**config.mk**
```make
export PLATFORM = sky130hd
export DESIGN_NAME = mux_sel_arbiter
export DESIGN_NICKNAME = d
export VERILOG_FILES = /design/src/rtl/mux_arb_pkg.sv /design/src/rtl/rr_priority_pick.sv /design/src/rtl/mux_sel_arbiter.sv
export SDC_FILE = /design/constraint.sdc
export NUM_CORES = 1
export LEC_CHECK = 0
export CORE_UTILIZATION = 48
export CTS_CLUSTER_SIZE = 16
export DETAILED_ROUTE_END_ITERATION = 7
export HOLD_SLACK_MARGIN = 0.05
export PLACE_DENSITY = 0.74
export SKIP_LAST_GASP = 1
export SYNTH_ARGS = -nofsm -noshare
export SYNTH_HDL_FRONTEND = slang
export SYNTH_SLANG_ARGS = --single-unit
```
**constraint.sdc**
```tcl
create_clock -name clk -period 2.1 [get_ports clk]
set_clock_uncertainty 0.2 [all_clocks]
set_input_delay 0.42 -clock clk [delete_from_list [all_inputs] [get_ports clk]]
set_output_delay 0.42 -clock clk [all_outputs]
set_load 0.03 [all_outputs]
```
**src/rtl/mux_arb_pkg.sv**
```systemverilog
// Shared types and helpers for the round-robin mux select arbiter.
package mux_arb_pkg;

  typedef enum logic {IDLE = 1'b0, GRANT = 1'b1} arb_state_t;

  localparam int N_REQ = 4;
  localparam int SEL_W = 2;

  // Winner is the first set request searching upward from last+1 with wrap.
  function automatic logic [SEL_W-1:0] rr_pick(input logic [N_REQ-1:0] req,
                                               input logic [SEL_W-1:0] last);
    logic [SEL_W-1:0] w_idx;
    logic [SEL_W-1:0] w_win;
    w_win = last + 2'd1;
    for (int k = N_REQ - 1; k >= 0; k--) begin
      w_idx = last + 2'd1 + k[SEL_W-1:0];
      if (req[w_idx]) begin
        w_win = w_idx;
      end else begin
        w_win = w_win;
      end
    end
    return w_win;
  endfunction

  function automatic logic [N_REQ-1:0] onehot(input logic [SEL_W-1:0] idx);
    return 4'b0001 << idx;
  endfunction

endpackage

```
**src/rtl/rr_priority_pick.sv**
```systemverilog
// Combinational round-robin pick: rotate requests so last+1 is bit 0,
// find the first set bit, then rotate the index back.
module rr_priority_pick
  import mux_arb_pkg::*;
(
  input  logic [3:0] req,
  input  logic [1:0] last,
  output logic [1:0] winner,
  output logic       any_req
);

  logic [1:0] w_start;
  logic [3:0] w_rot;
  logic [1:0] w_ofs;
  logic [1:0] w_idx;

  assign w_start = last + 2'd1;

  // Rotate so the search origin lands on bit 0.
  always_comb begin
    w_rot = 4'b0000;
    w_idx = 2'd0;
    for (int k = 0; k < N_REQ; k++) begin
      w_idx    = w_start + k[1:0];
      w_rot[k] = req[w_idx];
    end
  end

  // Find-first on the rotated vector.
  always_comb begin
    w_ofs = 2'd0;
    if (w_rot[0]) begin
      w_ofs = 2'd0;
    end else if (w_rot[1]) begin
      w_ofs = 2'd1;
    end else if (w_rot[2]) begin
      w_ofs = 2'd2;
    end else begin
      w_ofs = 2'd3;
    end
  end

  assign winner  = w_start + w_ofs;
  assign any_req = |req;

endmodule

```
**src/rtl/mux_sel_arbiter.sv**
```systemverilog
// Round-robin arbiter driving the select of a 4:1 mux; holds each grant until
// done, request drop or hold timeout, with a one-cycle bubble between grants.
module mux_sel_arbiter #(
  parameter int N_REQ    = 4,
  parameter int HOLD_MAX = 8,
  parameter int CNT_W    = 8
) (
  input  logic       clk,
  input  logic       rst_n,
  input  logic [3:0] req,
  input  logic       done,
  output logic [1:0] sel,
  output logic       sel_valid,
  output logic [3:0] gnt,
  output logic       timeout
);

  import mux_arb_pkg::*;

  if (N_REQ != 4) begin : g_bad_n_req
    $error("mux_sel_arbiter: N_REQ must be 4");
  end
  if (HOLD_MAX < 1 || HOLD_MAX > 255) begin : g_bad_hold_max
    $error("mux_sel_arbiter: HOLD_MAX must be in 1..255");
  end
  if ((64'd1 << CNT_W) <= HOLD_MAX) begin : g_bad_cnt_w
    $error("mux_sel_arbiter: CNT_W too narrow for HOLD_MAX");
  end

  localparam logic [CNT_W-1:0] CNT_LAST = CNT_W'(HOLD_MAX - 1);

  arb_state_t       r_state;
  arb_state_t       w_state_nxt;
  logic [1:0]       r_sel;
  logic [1:0]       w_sel_nxt;
  logic             r_valid;
  logic             w_valid_nxt;
  logic [3:0]       r_gnt;
  logic [3:0]       w_gnt_nxt;
  logic             r_timeout;
  logic             w_timeout_nxt;
  logic [CNT_W-1:0] r_cnt;
  logic [CNT_W-1:0] w_cnt_nxt;
  logic [1:0]       r_last;
  logic [1:0]       w_last_nxt;

  logic [1:0]       w_winner;
  logic             w_any_req;
  logic             w_rel_done;
  logic             w_rel_drop;
  logic             w_rel_hold;

  rr_priority_pick u_pick (
    .req     (req),
    .last    (r_last),
    .winner  (w_winner),
    .any_req (w_any_req)
  );

  assign w_rel_done = done;
  assign w_rel_drop = ~req[r_sel];
  assign w_rel_hold = (r_cnt == CNT_LAST);

  // State and output registers; every output comes straight from a flop.
  always_ff @(posedge clk or negedge rst_n) begin
    if (!rst_n) begin
      r_state   <= IDLE;
      r_sel     <= 2'b00;
      r_valid   <= 1'b0;
      r_gnt     <= 4'b0000;
      r_timeout <= 1'b0;
      r_cnt     <= '0;
      r_last    <= 2'b11;
    end else begin
      r_state   <= w_state_nxt;
      r_sel     <= w_sel_nxt;
      r_valid   <= w_valid_nxt;
      r_gnt     <= w_gnt_nxt;
      r_timeout <= w_timeout_nxt;
      r_cnt     <= w_cnt_nxt;
      r_last    <= w_last_nxt;
    end
  end

  // Next-state logic: arbitrate in IDLE, count and watch release causes in GRANT.
  always_comb begin
    w_state_nxt   = r_state;
    w_sel_nxt     = r_sel;
    w_valid_nxt   = r_valid;
    w_gnt_nxt     = r_gnt;
    w_timeout_nxt = 1'b0;
    w_cnt_nxt     = r_cnt;
    w_last_nxt    = r_last;
    case (r_state)
      IDLE: begin
        if (w_any_req) begin
          w_state_nxt = GRANT;
          w_sel_nxt   = w_winner;
          w_valid_nxt = 1'b1;
          w_gnt_nxt   = onehot(w_winner);
          w_cnt_nxt   = '0;
        end else begin
          w_valid_nxt = 1'b0;
          w_gnt_nxt   = 4'b0000;
        end
      end
      GRANT: begin
        if (w_rel_done || w_rel_drop || w_rel_hold) begin
          w_state_nxt   = IDLE;
          w_last_nxt    = r_sel;
          w_valid_nxt   = 1'b0;
          w_gnt_nxt     = 4'b0000;
          w_cnt_nxt     = '0;
          // A timeout is only flagged when nothing else ended the grant.
          w_timeout_nxt = w_rel_hold & ~w_rel_done & ~w_rel_drop;
        end else begin
          w_cnt_nxt = r_cnt + {{(CNT_W-1){1'b0}}, 1'b1};
        end
      end
      default: begin
        w_state_nxt = IDLE;
        w_valid_nxt = 1'b0;
        w_gnt_nxt   = 4'b0000;
        w_cnt_nxt   = '0;
      end
    endcase
  end

  assign sel       = r_sel;
  assign sel_valid = r_valid;
  assign gnt       = r_gnt;
  assign timeout   = r_timeout;

endmodule

```
Word-level counts from Yosys, hierarchy flattened
Index checks and enable logic that the tools add are counted.
{ "totals": {"word_cells": 54, "reg_bits": 19, "in_bits": 7} }
{ "classes": {"muxes": 24, "n_addsub": 5, "n_eq_ne": 3, "magnitude_cmp": 4, "bitwise_logic": 5, "shifts": 1, "n_reduce_logical": 5} }
{ "ops": {"columns": ["cell", "count"], "rows": [
  ["8-bit two-way mux", 2],
  ["8-bit case mux with 2 select lines", 1],
  ["2-bit by 3-bit less-than comparator with 1-bit output (second input constant)", 4],
  ["1-bit two-way mux", 10],
  ["8-bit by 1-bit adder with 8-bit output (second input constant)", 1],
  ["1-bit binary-select mux with 2-bit select", 4],
  ["8-bit by 3-bit == test with 1-bit output (second input constant)", 1],
  ["4-bit two-way mux", 2],
  ["4-bit case mux with 2 select lines", 1],
  ["2-bit by 1-bit adder with 2-bit output (second input constant)", 2],
  ["2-bit two-way mux", 2],
  ["2-bit by 1-bit != test with 1-bit output (second input constant)", 2],
  ["1-bit case mux with 2 select lines", 2],
  ["2-bit AND reduction", 2],
  ["4-bit OR reduction", 1],
  ["1-bit by 2-bit left shift with 4-bit output (first input constant)", 1],
  ["1-bit inverter", 3],
  ["2-bit adder", 1],
  ["2-bit adder (second input constant)", 1],
  ["1-bit bitwise AND", 2],
  ["1-bit logical OR", 2]
]} }

Depth between registers and ports, before layout
{ "logic_depth": {"ltp_word": 11, "mapped_depth": 9, "depth_no_buf": 8} }

Modules after synthesis
A second synthesis with hierarchy kept.
{ "unflattened": {"cells_unflattened": 104, "hier_area_um2": 1027.2} }
{ "by_module_without_submodules": {"columns": ["mod", "cells_per_inst", "instances", "area_each_um2"], "rows": [
  ["mux_sel_arbiter", 84, 1, 905.9],
  ["rr_priority_pick", 20, 1, 121.4]
]} }

Worst setup path before layout
Ideal clock, no wire load.
{ "synth_timing": {"path_kind": "register to register", "start": "register r_last[1]", "end": "register r_gnt[2], in the netlist gnt[2]", "stages_incl_launch_ff": 10, "arrival_time_ns": 1.950, "synth_period_minus_slack_ns": 2.237, "setup_time_ns": 0.087, "path_slack_ns": -0.137, "path_buffers": 1, "t_required_ns": 1.813, "path_cell_list": "dfstp_2 -> clkbuf_1 -> nand2b_1 -> a21oi_1 -> o21ai_0 -> o21ai_0 -> ha_1 -> nor4_1 -> o21ai_0 -> o211ai_1"} }
{ "synth_via": {"elab_chain_cells": 11, "word_cells_on_any_way": 16, "classes_between": "4 x add/sub; 1 x shift; 11 x mux"} }
{ "synth_rtl": {"columns": ["element", "line_no", "text"], "rows": [
  ["from (decl)", "mux_sel_arbiter.sv:44", "logic [1:0] r_last;"],
  ["from (signal assigned)", "mux_sel_arbiter.sv:81", "r_last <= w_last_nxt;"],
  ["2-bit by 1-bit adder with 2-bit output (*)", "rr_priority_pick.sv:17", "assign w_start = last + 2'd1;"],
  ["2-bit adder", "rr_priority_pick.sv:24", "w_idx = w_start + k[1:0];"],
  ["1-bit binary-select mux with 2-bit select", "rr_priority_pick.sv:25", "w_rot[k] = req[w_idx];"],
  ["1-bit two-way mux (not written as such)", "rr_priority_pick.sv:25", null],
  ["1-bit two-way mux", "rr_priority_pick.sv:36", "end else if (w_rot[2]) begin"],
  ["2-bit two-way mux", "rr_priority_pick.sv:34", "end else if (w_rot[1]) begin"],
  ["2-bit two-way mux (*)", "rr_priority_pick.sv:32", "if (w_rot[0]) begin"],
  ["2-bit adder (*)", "rr_priority_pick.sv:43", "assign winner = w_start + w_ofs;"],
  ["via u_pick.winner[0]", "rr_priority_pick.sv:8", "output logic [1:0] winner,"],
  ["1-bit by 2-bit left shift with 4-bit output (*)", "mux_arb_pkg.sv:27", "return 4'b0001 << idx;"],
  ["4-bit two-way mux (*)", "mux_sel_arbiter.sv:96", "if (w_any_req) begin"],
  ["4-bit case mux with 2 select lines (*)", "mux_sel_arbiter.sv:94", "case (r_state)"],
  ["to (signal assigned)", "mux_sel_arbiter.sv:78", "r_gnt <= w_gnt_nxt;"],
  ["to (decl)", "mux_sel_arbiter.sv:38", "logic [3:0] r_gnt;"]
]} }
Mark *: on every way through the listed nets, which the timed path passes. The rest lies on a longest branch. The select of a mux whose other input is x is not followed.
A chain may end at the register's enable or synchronous reset.

Worst setup path in the final report
{ "layout_timing": {"start": "register r_cnt[7]", "end": "register r_last[1]"} }
{ "layout_via": {"elab_chain_cells": 3} }
{ "layout_rtl": {"columns": ["element", "line_no", "text"], "rows": [
  ["from (decl)", "mux_sel_arbiter.sv:42", "logic [CNT_W-1:0] r_cnt;"],
  ["from (signal assigned)", "mux_sel_arbiter.sv:80", "r_cnt <= w_cnt_nxt;"],
  ["8-bit by 3-bit == test with 1-bit output", "mux_sel_arbiter.sv:62", "assign w_rel_hold = (r_cnt == CNT_LAST);"],
  ["1-bit logical OR", "mux_sel_arbiter.sv:108", "if (w_rel_done || w_rel_drop || w_rel_hold) begin"],
  ["2-bit AND reduction (no source line)", null, null]
]} }
No other way between the ends.

==> results.toml <==
[run_status]
outcome = "complete, no violations"

[yosys]
async_reset_ff_share_pct = 100
synthCells = 126
synthTopCellsByCount = "dfrtp_1 (17), nand2_1 (15), nand3_1 (12)"
synth-simple-area-share_pct = 27.0
synth_cell_types = 41
synth_nets = 135
synth_top_family_by_area = "simple AND/OR/NAND/NOR gates"
ys_ff_latch = 19
synth_edf_count = 0
ys.flop_type = "dfrtp_1"
syn_area_mm2 = 0.00116
muxShareOfSynthArea_pct = 6.14
synth_fa_ha_area_share_pct = 2.16
synth_top_cell_by_area = "dfrtp_1"
yosysMostFrequentCell = "dfrtp_1"
syn_avg_cell_area_um2 = 9.22
synth.area.top_cells = "dfrtp_1 (37%), nand3_1 (5.2%), nand2_1 (4.8%), dfstp_2 (4.5%), o21ai_0 (3.4%)"
ys_warn_count = 0
synth-compound-area-share_pct = 18.8
synthXorXnorAreaFrac_pct = 1.51
synth-seq-area-share_pct = 41.2
synth_top_area_share_pct = 36.6

[placement]
io_buffers = 14
place.gp.congestion = 0.898
place_hpwl_um = 2030

[clocking]
numCtsBuffers = 3
cts_tree = "yes"
numClockSinks = 19
postCtsHoldBufs = 0
insertion_delay_ns = 0.31
clock_path_buffers = 2
cts-root-buf = "clkbuf_4"
clk_pin_slew_ns = 0.11
h-tree-depth = 1

[pwr]
power_density_mw_per_mm2 = 1190
p_clk_share_pct = 9.8
swShare_pct = 42.3
irDropWorstVdd_v = 0.000803
power_w = 0.00198
p_int_w = 0.00114
power_leakage_nw = 0.733
power_frac_comb_pct = 60.0
power_frac_seq_pct = 30.2
p_switching_w = 0.000840

[drt]
routed_via_density = 6.04
drc = 0
first_pass_iters = 5
drt_iter0_markers = 63
wl_per_cell_um = 16.5
wirelength_um = 3190
ant_nets = 0
vias = 1171

[critical_path]
startpoint_type = "flip-flop"
crit_arrival_ns = 2.11
required_ns = 2.15
slowest_delay_ns = 0.54
worstPathMaxFanout = 3
slowest_stage = "or4_4"
cp-end-kind = "flip-flop"
crit_type = "flip-flop to flip-flop"
crit_chain = "or4_4, or3_4, a21boi_4, mux2_4"

[global_route]
grt_max_degree = 20
met3_usage_pct = 3.27
grt_pass1_wl_um = 4840
globalRouteMet1Util_pct = 33.8
grt-busiest-layer = "met2"
grt-ovfl-total = 0
met2_usage_pct = 40.4
grtUsageTotal_pct = 24.9
grt_pass1_vias = 1099
antenna_found_initial = 0

[sta]
fin_crit_ns = 2.06
max_clock_freq_mhz = 485
finalHoldViolCount = 0
drv_slew = 0
relSlewSlack_pct = 61.3
worstMarginPinSlew_ns = 0.580
setup_tns_ns = 0
rsz0062_at_grt = "yes"
setup_viol = 0
fin_crit_sh_pct = 98.2

[floorplan]
coreArea_mm2 = 0.00225
dieWidth_um = 51.2
die_h_um = 51.2
start_util_pct = 51.5
die_area_mm2 = 0.00262
row_count = 17
pin_count = 15

[layout]
final-seq-area_um2 = 478
drive_above_1_share_pct = 33.1
antenna_cells = 0
final_nets = 176
fillers = 165
area_growth_pct = 43.2
multi_input_area_um2 = 732

[job]
drv_cap = 0

[min_path]
hold_path.class = "input pin to async pin"
## flip-flops by register name, summed over array words and instances, names as in the netlist
register and cells:
gnt 4, r_cnt 8, r_last 2, r_state 1
sel 2, sel_valid 1, timeout 1
## cell families (layout without fill, tap and decap cells)
logic type	count (synthesis)	count (layout)
flops	19	19
simple gates	57	57
fa+ha+maj	2	2
compound gates	30	30
xor+xnor	2	2
buf+inv	10	50
mux	6	6
## per-layer routing
| layer | wire, um | share of wire, % |
|---|---|---|
| met2 | 1590 | 50 |
| met5 | 0 | 0 |
| met3 | 147 | 4.6 |
| met1 | 1410 | 44 |
| met4 | 40 | 1.3 |
## power by group through the flow
stage	registers [W]	clock network (W)	logic [W]
3_5_place_dp	0.000584	0	0.00100
3_3_place_gp	0.000580	0	0.000977
6_report	0.000599	0.000195	0.00119
4_1_cts	0.000589	0.000203	0.00108
5_1_grt	0.000609	0.000213	0.00128
2_1_floorplan	0.000617	0	0.000611
## path summary, 6_finish.rpt
kind	start	slack, ns	cells after the start	end
setup reg to reg	r_cnt[7]	0.04	4	r_last[1]
hold reg to reg	r_cnt[6]	0.32	1	r_cnt[6]
hold / removal	rst_n	0.23	2	sel_valid
min in group clk	r_cnt[6]	0.32	1	r_cnt[6]
max in group asynchronous	rst_n	1.22	2	r_last[0]
setup / recovery	r_cnt[7]	0.04	4	r_last[1]
## worst max-delay path: cells and delay by family (launching register included)
family             cells  cell delay [ns]
AOI/OAI and AO/OA      1             0.19
DFF                    1             0.39
muxes                  1             0.32
and+or+nand+nor        2             0.90
## layout by cell type, fill, tap and decap left out, types with 3 or more instances in the layout
master	count
inv_1	4
nand3_1	12
clkbuf_4	3
o211ai_1	5
mux2i_1	3
clkdlybuf4s50_1	9
dlymetal6s2s_1	3
o21ai_0	3
dfrtp_1	17
nor3_1	3
o21ai_1	3
buf_4	25
a21oi_2	3
nand2_1	15
nand3b_1	3
nor2_1	5
## timing repair
item	CTS	global route
setup endpoints to repair	7	7
pin swaps	4	10
buffers inserted	0	4
gates resized for setup	10	15
## per-stage QoR
stage          hold WS (ns)  setup WS, ns  util (%)  instance area [um^2]  cells
3_5_place_dp          0.307        -0.429      66.8                  1510    186
6_report              0.226        0.0378      73.8                  1660    194
2_1_floorplan       -0.0756      -0.00640         -                  1170    126
4_1_cts               0.230     0.0000913      69.5                  1570    190
5_1_grt               0.266       -0.0920      73.8                  1660    194
3_3_place_gp          0.304        -0.356      66.8                  1510    186
## cell type report
class	instances	area share, %
Clock buffer	3	1.35
Inverter	4	0.903
Timing Repair Buffer	42	22.6
Clock inverter	1	0.301
Sequential cell	19	28.7
Multi-Input combinational cell	97	44.0
Tap cell	28	2.11
Power figures use the tool's default switching activity.
